--- config.mk ---
export PLATFORM = sky130hd
export DESIGN_NAME = lfsr_rr_arbiter
export DESIGN_NICKNAME = d
export VERILOG_FILES = /design/src/rtl/lfsr_pkg.sv /design/src/rtl/lfsr_step_core.sv /design/src/rtl/lfsr_rr_arbiter.sv
export SDC_FILE = /design/constraint.sdc
export NUM_CORES = 1
export LEC_CHECK = 0
export CORE_MARGIN = 3
export CORE_UTILIZATION = 46
export DETAILED_ROUTE_END_ITERATION = 8
export GPL_ROUTABILITY_DRIVEN = 0
export PLACE_DENSITY = 0.78
export RECOVER_POWER = 50
export SETUP_SLACK_MARGIN = 0.2
export SLEW_MARGIN = 20
export SYNTH_ARGS = -nofsm -noshare
export SYNTH_HDL_FRONTEND = slang
export SYNTH_HIERARCHICAL = 1
export SYNTH_SLANG_ARGS = --single-unit
--- constraint.sdc ---
create_clock -name clk -period 1.7 [get_ports clk]
set_input_delay 0.255 -clock clk [delete_from_list [all_inputs] [get_ports clk]]
set_output_delay 0.255 -clock clk [all_outputs]
set_load 0.02 [all_outputs]
--- src/rtl/lfsr_pkg.sv ---
// Shared types and helpers for the LFSR round-robin arbiter.
// 4-bit maximal-length LFSR, period 15.
package lfsr_pkg;

  localparam int LFSR_W = 4;
  localparam logic [LFSR_W-1:0] SEED0_DEF = 4'b1000;

  typedef enum logic [1:0] {
    IDLE,
    STEP,
    GRANT
  } state_t;

  function automatic logic [LFSR_W-1:0] lfsr_next(
    input logic [LFSR_W-1:0] v
  );
    return {v[1] ^ v[0], v[3:1]};
  endfunction

endpackage

--- src/rtl/lfsr_step_core.sv ---
// LFSR state register with load and step enable.
// A load takes priority over a shift in the same cycle.
module lfsr_step_core
  import lfsr_pkg::*;
#(
  parameter logic [LFSR_W-1:0] SEED0 = SEED0_DEF
) (
  input  logic              clk,
  input  logic              rst,
  input  logic              load,
  input  logic [LFSR_W-1:0] load_val,
  input  logic              en,
  output logic [LFSR_W-1:0] q
);

  // lfsr register: reset to seed, load wins over step
  always_ff @(posedge clk) begin
    if (rst) begin
      q <= SEED0;
    end else if (load) begin
      q <= load_val;
    end else if (en) begin
      q <= lfsr_next(q);
    end
  end

endmodule

--- src/rtl/lfsr_rr_arbiter.sv ---
// Round-robin arbiter sharing one LFSR among requesters.
// Each grant is preceded by STEPS shifts to decorrelate values.
module lfsr_rr_arbiter
  import lfsr_pkg::*;
#(
  parameter int N_REQ = 4,
  parameter int STEPS = 3,
  parameter logic [LFSR_W-1:0] SEED0 = SEED0_DEF
) (
  input  logic              clk,
  input  logic              rst,
  input  logic [N_REQ-1:0]  req,
  output logic [N_REQ-1:0]  gnt,
  output logic [LFSR_W-1:0] rnd_out,
  output logic              rnd_valid,
  input  logic              seed_we,
  input  logic [LFSR_W-1:0] seed,
  output logic              seed_err,
  output logic              busy
);

  localparam int PW = (N_REQ > 1) ? $clog2(N_REQ) : 1;
  localparam int CW = 4;

  state_t            state;
  state_t            state_n;
  logic [PW-1:0]     rr_ptr;
  logic [PW-1:0]     ptr_n;
  logic [PW-1:0]     winner;
  logic [PW-1:0]     win_n;
  logic [PW-1:0]     pick;
  logic [PW:0]       idx;
  logic              found;
  logic [CW-1:0]     cnt;
  logic [CW-1:0]     cnt_n;
  logic [LFSR_W-1:0] lfsr;
  logic [LFSR_W-1:0] load_val;
  logic [LFSR_W-1:0] rnd_q;
  logic              load;
  logic              shift;
  logic              err_n;

  lfsr_step_core #(
    .SEED0(SEED0)
  ) u_core (
    .clk     (clk),
    .rst     (rst),
    .load    (load),
    .load_val(load_val),
    .en      (shift),
    .q       (lfsr)
  );

  // first set request at or after rr_ptr, wrapping
  always_comb begin
    pick  = rr_ptr;
    found = 1'b0;
    idx   = '0;
    for (int i = 0; i < N_REQ; i++) begin
      idx = {1'b0, rr_ptr} + (PW+1)'(i);
      if (idx >= (PW+1)'(N_REQ))
        idx = idx - (PW+1)'(N_REQ);
      if (!found && req[idx[PW-1:0]]) begin
        found = 1'b1;
        pick  = idx[PW-1:0];
      end
    end
  end

  // next state, lfsr control and grant outputs
  always_comb begin
    state_n   = state;
    cnt_n     = cnt;
    win_n     = winner;
    ptr_n     = rr_ptr;
    load      = 1'b0;
    load_val  = (seed == '0) ? SEED0 : seed;
    shift     = 1'b0;
    err_n     = 1'b0;
    gnt       = '0;
    rnd_valid = 1'b0;
    unique case (state)
      IDLE: begin
        if (seed_we) begin
          load = 1'b1;
        end else if (|req) begin
          win_n   = pick;
          cnt_n   = CW'(STEPS - 1);
          state_n = STEP;
        end
      end
      STEP: begin
        shift = 1'b1;
        err_n = seed_we;
        if (cnt == '0)
          state_n = GRANT;
        else
          cnt_n = cnt - 1'b1;
      end
      GRANT: begin
        err_n   = seed_we;
        state_n = IDLE;
        if (req[winner]) begin
          gnt[winner] = 1'b1;
          rnd_valid   = 1'b1;
          ptr_n = (winner == PW'(N_REQ - 1))
                ? '0 : winner + 1'b1;
        end
      end
      default: state_n = IDLE;
    endcase
  end

  // fsm, counter, pointer and output hold registers
  always_ff @(posedge clk) begin
    if (rst) begin
      state    <= IDLE;
      rr_ptr   <= '0;
      winner   <= '0;
      cnt      <= '0;
      rnd_q    <= '0;
      seed_err <= 1'b0;
    end else begin
      state    <= state_n;
      rr_ptr   <= ptr_n;
      winner   <= win_n;
      cnt      <= cnt_n;
      seed_err <= err_n;
      if (rnd_valid)
        rnd_q <= lfsr;
    end
  end

  assign rnd_out = rnd_valid ? lfsr : rnd_q;
  assign busy    = (state != IDLE);

endmodule
==> flow_summary.ini, run 1 <==
[cells_and_area]
diodes = 0
fill_cells = 164
nets = 199
area_growth_pct = 57.6
drive_above_1_share_pct = 48.9

[logic_synthesis]
avgSynthCellArea_sq_um = 9.18
yosysSeqAreaShare_pct = 32.9
synth.net_count = 146
synthCells = 126
ys_types = 40
ys_warn_count = 6
syn_area_sq_mm = 0.00116
synth_seq_cells = 19

[sta]
maxSlewViolCount = 0
max_slew_margin_pct = 60.8
post-route-min-period_ns = 2.05
timing.fmax_mhz = 488
fin_crit_sh_pct = 121
fin_tns_setup_ns = -2.55
setup_viol = 9
hold_violations = 0
finClkSkew_ns = 0.00775
worst_slew_pin_slew_ns = 0.586
final.setup.worst_slack_ns = -0.350
grt_setup_unrepaired = yes

[drt]
drtIter0Drc = 25
via_per_inst = 5.45
finalWirelength_microns = 3170
final_antenna_net_count = 0
first_pass_iters = 4
routedWlPerCell_microns = 15.4
num_vias = 1123
drc = 0

[place]
port_buffers = 21
dp_hpwl_microns = 2050

[clock_tree]
clock-sinks = 19
tritoncts = built
htreeDepth = 1
cts_inserted_buffers = 3
cts_root_buf = clkbuf_4
clock_latency_ns = 0.31
path_clk_slew_ns = 0.11
cts.path.max_buffers = 2

[global_route]
use_met2_pct = 34.9
grt.met3_usage_pct = 4.64
use_met1_pct = 19.9
first_global_vias = 1090
antenna_found_initial = 0
grt_max_degree = 16
grtUsageTotal_pct = 18.2
overflow = 0
busiest_layer = met2
grt_pass1_wl_microns = 4690

[power]
powerDensity_mw_per_mm2 = 1250
p_leak_nw = 0.840
total_power_mw = 2.27
ir_drop_uv = 1060

[critical_path]
rrSetupSlack_ns = 0.01
arrival_ns = 1.80
worst_setup_path_end_kind = output pin
required_ns = 1.44
path_class = flip-flop to output pin
path_max_fanout = 5
start_kind = flip-flop

[floorplan]
die_w_microns = 56.1
die_h_microns = 56.1
fp.dieArea_sq_mm = 0.00315
rows = 17
ioPinCount = 22
core-area_sq_mm = 0.00230
start_util_pct = 50.3

[job]
cap_violations = 0

[min_path]
hold_path.class = flip-flop to flip-flop

[outcome]
status = complete, but fails checks
violations = negative setup slack
[layer usage]
metal | wire, microns | vias to the layer above | part of all wire (%)
li1 | - | 547 | -
met1 | 1320 | 535 | 42
met2 | 1670 | 37 | 53
met3 | 129 | 4 | 4.1
met4 | 46 | 0 | 1.5
met5 | 0 | - | 0
[flip-flops by register name, indices dropped and copies added (netlist names)]
signal,cells
cnt,4
rnd_q,4
u_core/q,4
rr_ptr,2
state,2
winner,2
seed_err,1
[cells in the mapped netlist]
cell type	instances	area [sq um]
ha_1	9	113
o21ai_0	5	25.0
a311oi_1	1	8.76
clkbuf_1	4	15.0
or4_1	2	15.0
mux4_2	1	22.5
a2111oi_0	1	8.76
nand2_1	4	15.0
or3_4	1	11.3
and2_2	1	7.51
a21oi_1	8	40.0
a21oi_2	1	8.76
nor4_2	1	12.5
or3b_1	1	8.76
o221ai_1	1	8.76
nand4_1	1	6.26
or3_1	1	6.26
nand3_1	1	5.00
mux2_4	4	60.1
o21a_4	1	15.0
mux2i_1	5	50.1
o21a_1	1	7.51
inv_1	11	41.3
and2b_1	4	30.0
a21o_1	1	7.51
and3_1	3	18.8
or2_2	1	6.26
dfxtp_1	19	380
xor2_1	1	8.76
nor2b_1	4	25.0
nand3b_1	1	7.51
o31a_1	1	8.76
mux2_1	3	33.8
o21bai_1	1	7.51
nor3_1	3	15.0
buf_2	1	5.00
o31ai_1	3	22.5
nor2_1	11	41.3
nor3b_1	2	15.0
nand2_4	1	11.3
[timing repair]
| action | 4_1_cts | 5_1_grt |
|---|---|---|
| hold buffers | 0 | 0 |
| endpoints found under the setup margin | 25 | 28 |
| gates resized for setup | 73 | 27 |
| setup buffers | 8 | 5 |
| pin swaps | 10 | 9 |
[path summary, 6_finish.rpt]
kind	cells after the start	startpoint	end
worst max-delay path	4	winner[0]$_SDFFE_PP0P_	rnd_out[1]
worst min-delay path	2	cnt[0]$_SDFFE_PP0P_	cnt[0]$_SDFFE_PP0P_
worst max register to register	7	state[1]$_SDFFE_PP0P_	winner[1]$_SDFFE_PP0P_
worst min register to register	2	cnt[0]$_SDFFE_PP0P_	cnt[0]$_SDFFE_PP0P_
[layout make-up]
cell class	instances	area [sq um]	share of cell area, %
multi-input cells	91	848	46.6
flip-flops and latches	19	385	21.2
clock buffers	3	22.5	1.24
inverters	11	46.3	2.54
well taps	28	35.0	1.92
clock inverters	1	5.00	0.275
repair buffers	53	479	26.3
[through the flow]
step | utilization [%] | cells | worst slack [ns] | hold slack (ns) | instance area, sq um
global placement | 67.5 | 189 | -0.713 | 0.479 | 1550
global route | 79.3 | 206 | -0.411 | 0.531 | 1820
detailed placement | 67.5 | 189 | -0.770 | 0.481 | 1550
CTS | 73.6 | 201 | -0.368 | 0.499 | 1690
floorplan | - | 126 | 0.0371 | 0.327 | 1180
finish | 79.3 | 206 | -0.350 | 0.504 | 1820
[cell usage in the layout, fill, tap and decap left out, types with 2 or more instances in the layout]
master | synthesis | final
ha_1 | 9 | 7
nor2_1 | 11 | 10
and3_1 | 3 | 3
a21oi_1 | 8 | 5
a21oi_2 | 1 | 4
and2b_1 | 4 | 4
mux2i_1 | 5 | 5
o31ai_2 | 0 | 2
nand2_1 | 4 | 4
inv_2 | 0 | 2
dfxtp_2 | 0 | 4
dfxtp_1 | 19 | 15
mux2_4 | 4 | 7
inv_1 | 11 | 7
clkdlybuf4s50_1 | 0 | 7
nor2b_1 | 4 | 3
ha_4 | 0 | 2
buf_6 | 0 | 19
nor3_2 | 0 | 2
clkbuf_4 | 0 | 3
buf_4 | 0 | 18
buf_2 | 1 | 5
or4_4 | 0 | 2
o21ai_0 | 5 | 2
o21ai_1 | 0 | 2
inv_4 | 0 | 2
[critical path, cell delays in order, from the launching register on]
cell and delay [ns]:
dfxtp_2 0.36, mux4_2 0.54, nand2_4 0.13, mux2_4 0.32, buf_6 0.14
[kinds of logic (layout without fill, tap and decap cells)]
group                    after synthesis  after routing  synth area share [%]
AO/OA/AOI/OAI                         25             25                  14.6
XOR/XNOR                               1              1                 0.758
adder cells (fa/ha/maj)                9              9                  9.74
buffers and inverters                 16             68                  5.30
flip-flops                            19             19                  32.9
multiplexers                          13             13                  14.4
AND/OR/NAND/NOR                       43             43                  22.3
[power by group]
part / total, mW / internal [mW] / switching [mW]
registers: 0.611 / 0.535 / 0.0761
logic: 1.41 / 0.787 / 0.622
clock network: 0.248 / 0.0880 / 0.160
Power figures use the tool's default switching activity.
==> run 2: changes to the inputs <==
--- a/config.mk
+++ b/config.mk
@@ -9,7 +9,7 @@
 export CORE_UTILIZATION = 46
 export DETAILED_ROUTE_END_ITERATION = 8
 export GPL_ROUTABILITY_DRIVEN = 0
-export PLACE_DENSITY = 0.78
+export PLACE_DENSITY = 0.75
 export RECOVER_POWER = 50
 export SETUP_SLACK_MARGIN = 0.2
 export SLEW_MARGIN = 20
==> run 2 against run 1 <==
Net effect: the run still ends with negative setup slack left; core utilization decreased by 1.5 points; power is 5.6% lower; clock skew grew 0.0030 ns; highest routed layer unchanged; maximum frequency is 0.41% higher; routed wire length decreased by 8.6%; global-route usage up 0.88 points; register-to-register slack got worse by 0.03 ns; setup slack better by 0.0084 ns; clock power down 5%; critical path depth increased by 1; sequential share of layout area up 0.48 points; combinational power decreased by 9%.
==> flow_summary.ini, run 2 (synthesis results as in run 1) <==
[outcome]
status = complete, but fails checks
violations = negative setup slack

[sta]
finClkSkew_ns = 0.0107
timing.fmax_mhz = 490
grt_setup_unrepaired = yes
final.setup.worst_slack_ns = -0.342
worst_slew_pin_slew_ns = 0.386
setup_viol = 10
fin_crit_sh_pct = 120
maxSlewViolCount = 0
max_slew_margin_pct = 73.6
hold_violations = 0
post-route-min-period_ns = 2.04

[clock_tree]
clock-sinks = 19
cts_root_buf = clkbuf_4
hold_buffers = 0
htreeDepth = 1
cts.path.max_buffers = 2
path_clk_slew_ns = 0.11
cts_inserted_buffers = 3
clock_latency_ns = 0.30
tritoncts = built

[global_route]
antenna_found_initial = 0
first_global_vias = 1111
grt_max_degree = 20
grtUsageTotal_pct = 19.0
overflow = 0
grt_pass1_wl_microns = 4860

[place]
dp_hpwl_microns = 1960
dpl_cell_area_sq_mm = 0.00156
port_buffers = 21

[floorplan]
ioPinCount = 22
die_h_microns = 56.1
start_util_pct = 50.3
die_w_microns = 56.1
rows = 17
fp.dieArea_sq_mm = 0.00315
core-area_sq_mm = 0.00230

[cells_and_area]
nets = 197
diodes = 0
area_growth_pct = 54.5
layout_common_cells = buf_6 (19), buf_4 (15), dfxtp_1 (14)
fin_area_sq_mm = 0.00179
reg_top3 = cnt: 4 flops, rnd_q: 4 flops, u_core/q: 4 flops
final_common_cell = buf_6
fill_cells = 147
drive_above_1_share_pct = 43.2
fin_util_pct = 77.8

[drt]
routedWlPerCell_microns = 14.2
num_vias = 1079
finalWirelength_microns = 2890
first_pass_iters = 4
via_per_inst = 5.29
drc = 0
final_antenna_net_count = 0
drtIter0Drc = 25

[critical_path]
worst_setup_path_end_kind = output pin
path_class = input pin to output pin
rrSetupSlack_ns = -0.02
start_kind = input pin
required_ns = 1.44
path_max_fanout = 5
arrival_ns = 1.79

[power]
p_leak_nw = 0.846
powerDensity_mw_per_mm2 = 1200
ir_drop_uv = 955

[job]
cap_violations = 0

[min_path]
hold_path.class = flip-flop to flip-flop
run 2: final timing paths:
kind / depth (start not counted) / startpoint / endpoint
setup / recovery: 5 / req[3] / rnd_out[2]
hold / removal: 2 / cnt[0]$_SDFFE_PP0P_ / cnt[0]$_SDFFE_PP0P_
setup reg to reg: 5 / winner[0]$_SDFFE_PP0P_ / rnd_q[2]$_SDFF_PP0_
hold reg to reg: 2 / cnt[0]$_SDFFE_PP0P_ / cnt[0]$_SDFFE_PP0P_
run 2: layout make-up:
type                       count  area, sq um  area share, %
timing repair buffer          51          487           27.2
clock inverter                 1         5.00          0.280
clock buffer                   3         22.5           1.26
tap                           28         35.0           1.96
inverter                      11         43.8           2.45
multi-input combinational     91          807           45.2
sequential                    19          387           21.6
run 2: per-layer routing:
metal / GRT usage [%] / vias up / routed length [microns]
met4: 6.44 / 0 / 6
met3: 4.18 / 2 / 114
li1: - / 539 / -
met1: 22.4 / 516 / 1270
met5: 0 / - / 0
met2: 33.7 / 22 / 1510
run 2: what timing repair did:
action / in CTS / in global routing
pin swaps: 14 / 12
endpoints found under the setup margin: 25 / 29
gates resized for setup: 75 / 13
setup buffers: 9 / 2
run 2: critical path: stages:
cell	delay (ns)
clkdlybuf4s50_1	0.43
mux4_2	0.52
nand2_4	0.13
mux2_4	0.32
buf_6	0.13
run 2: power by group:
part           switching, mW  internal, mW
logic                  0.560         0.731
registers             0.0771         0.537
clock network          0.148        0.0874
run 2: through the flow:
stage	setup slack, ns	hold slack, ns	TNS (ns)	instances	total power, mW
after global routing	-0.391	0.535	-3.23	204	2.28
after detailed placement	-0.732	0.481	-8.11	189	1.51
after CTS	-0.353	0.505	-2.78	202	1.99
final	-0.342	0.514	-2.70	204	2.14
after global placement	-0.715	0.478	-7.62	189	1.47
after floorplan	0.0371	0.327	0	126	1.16
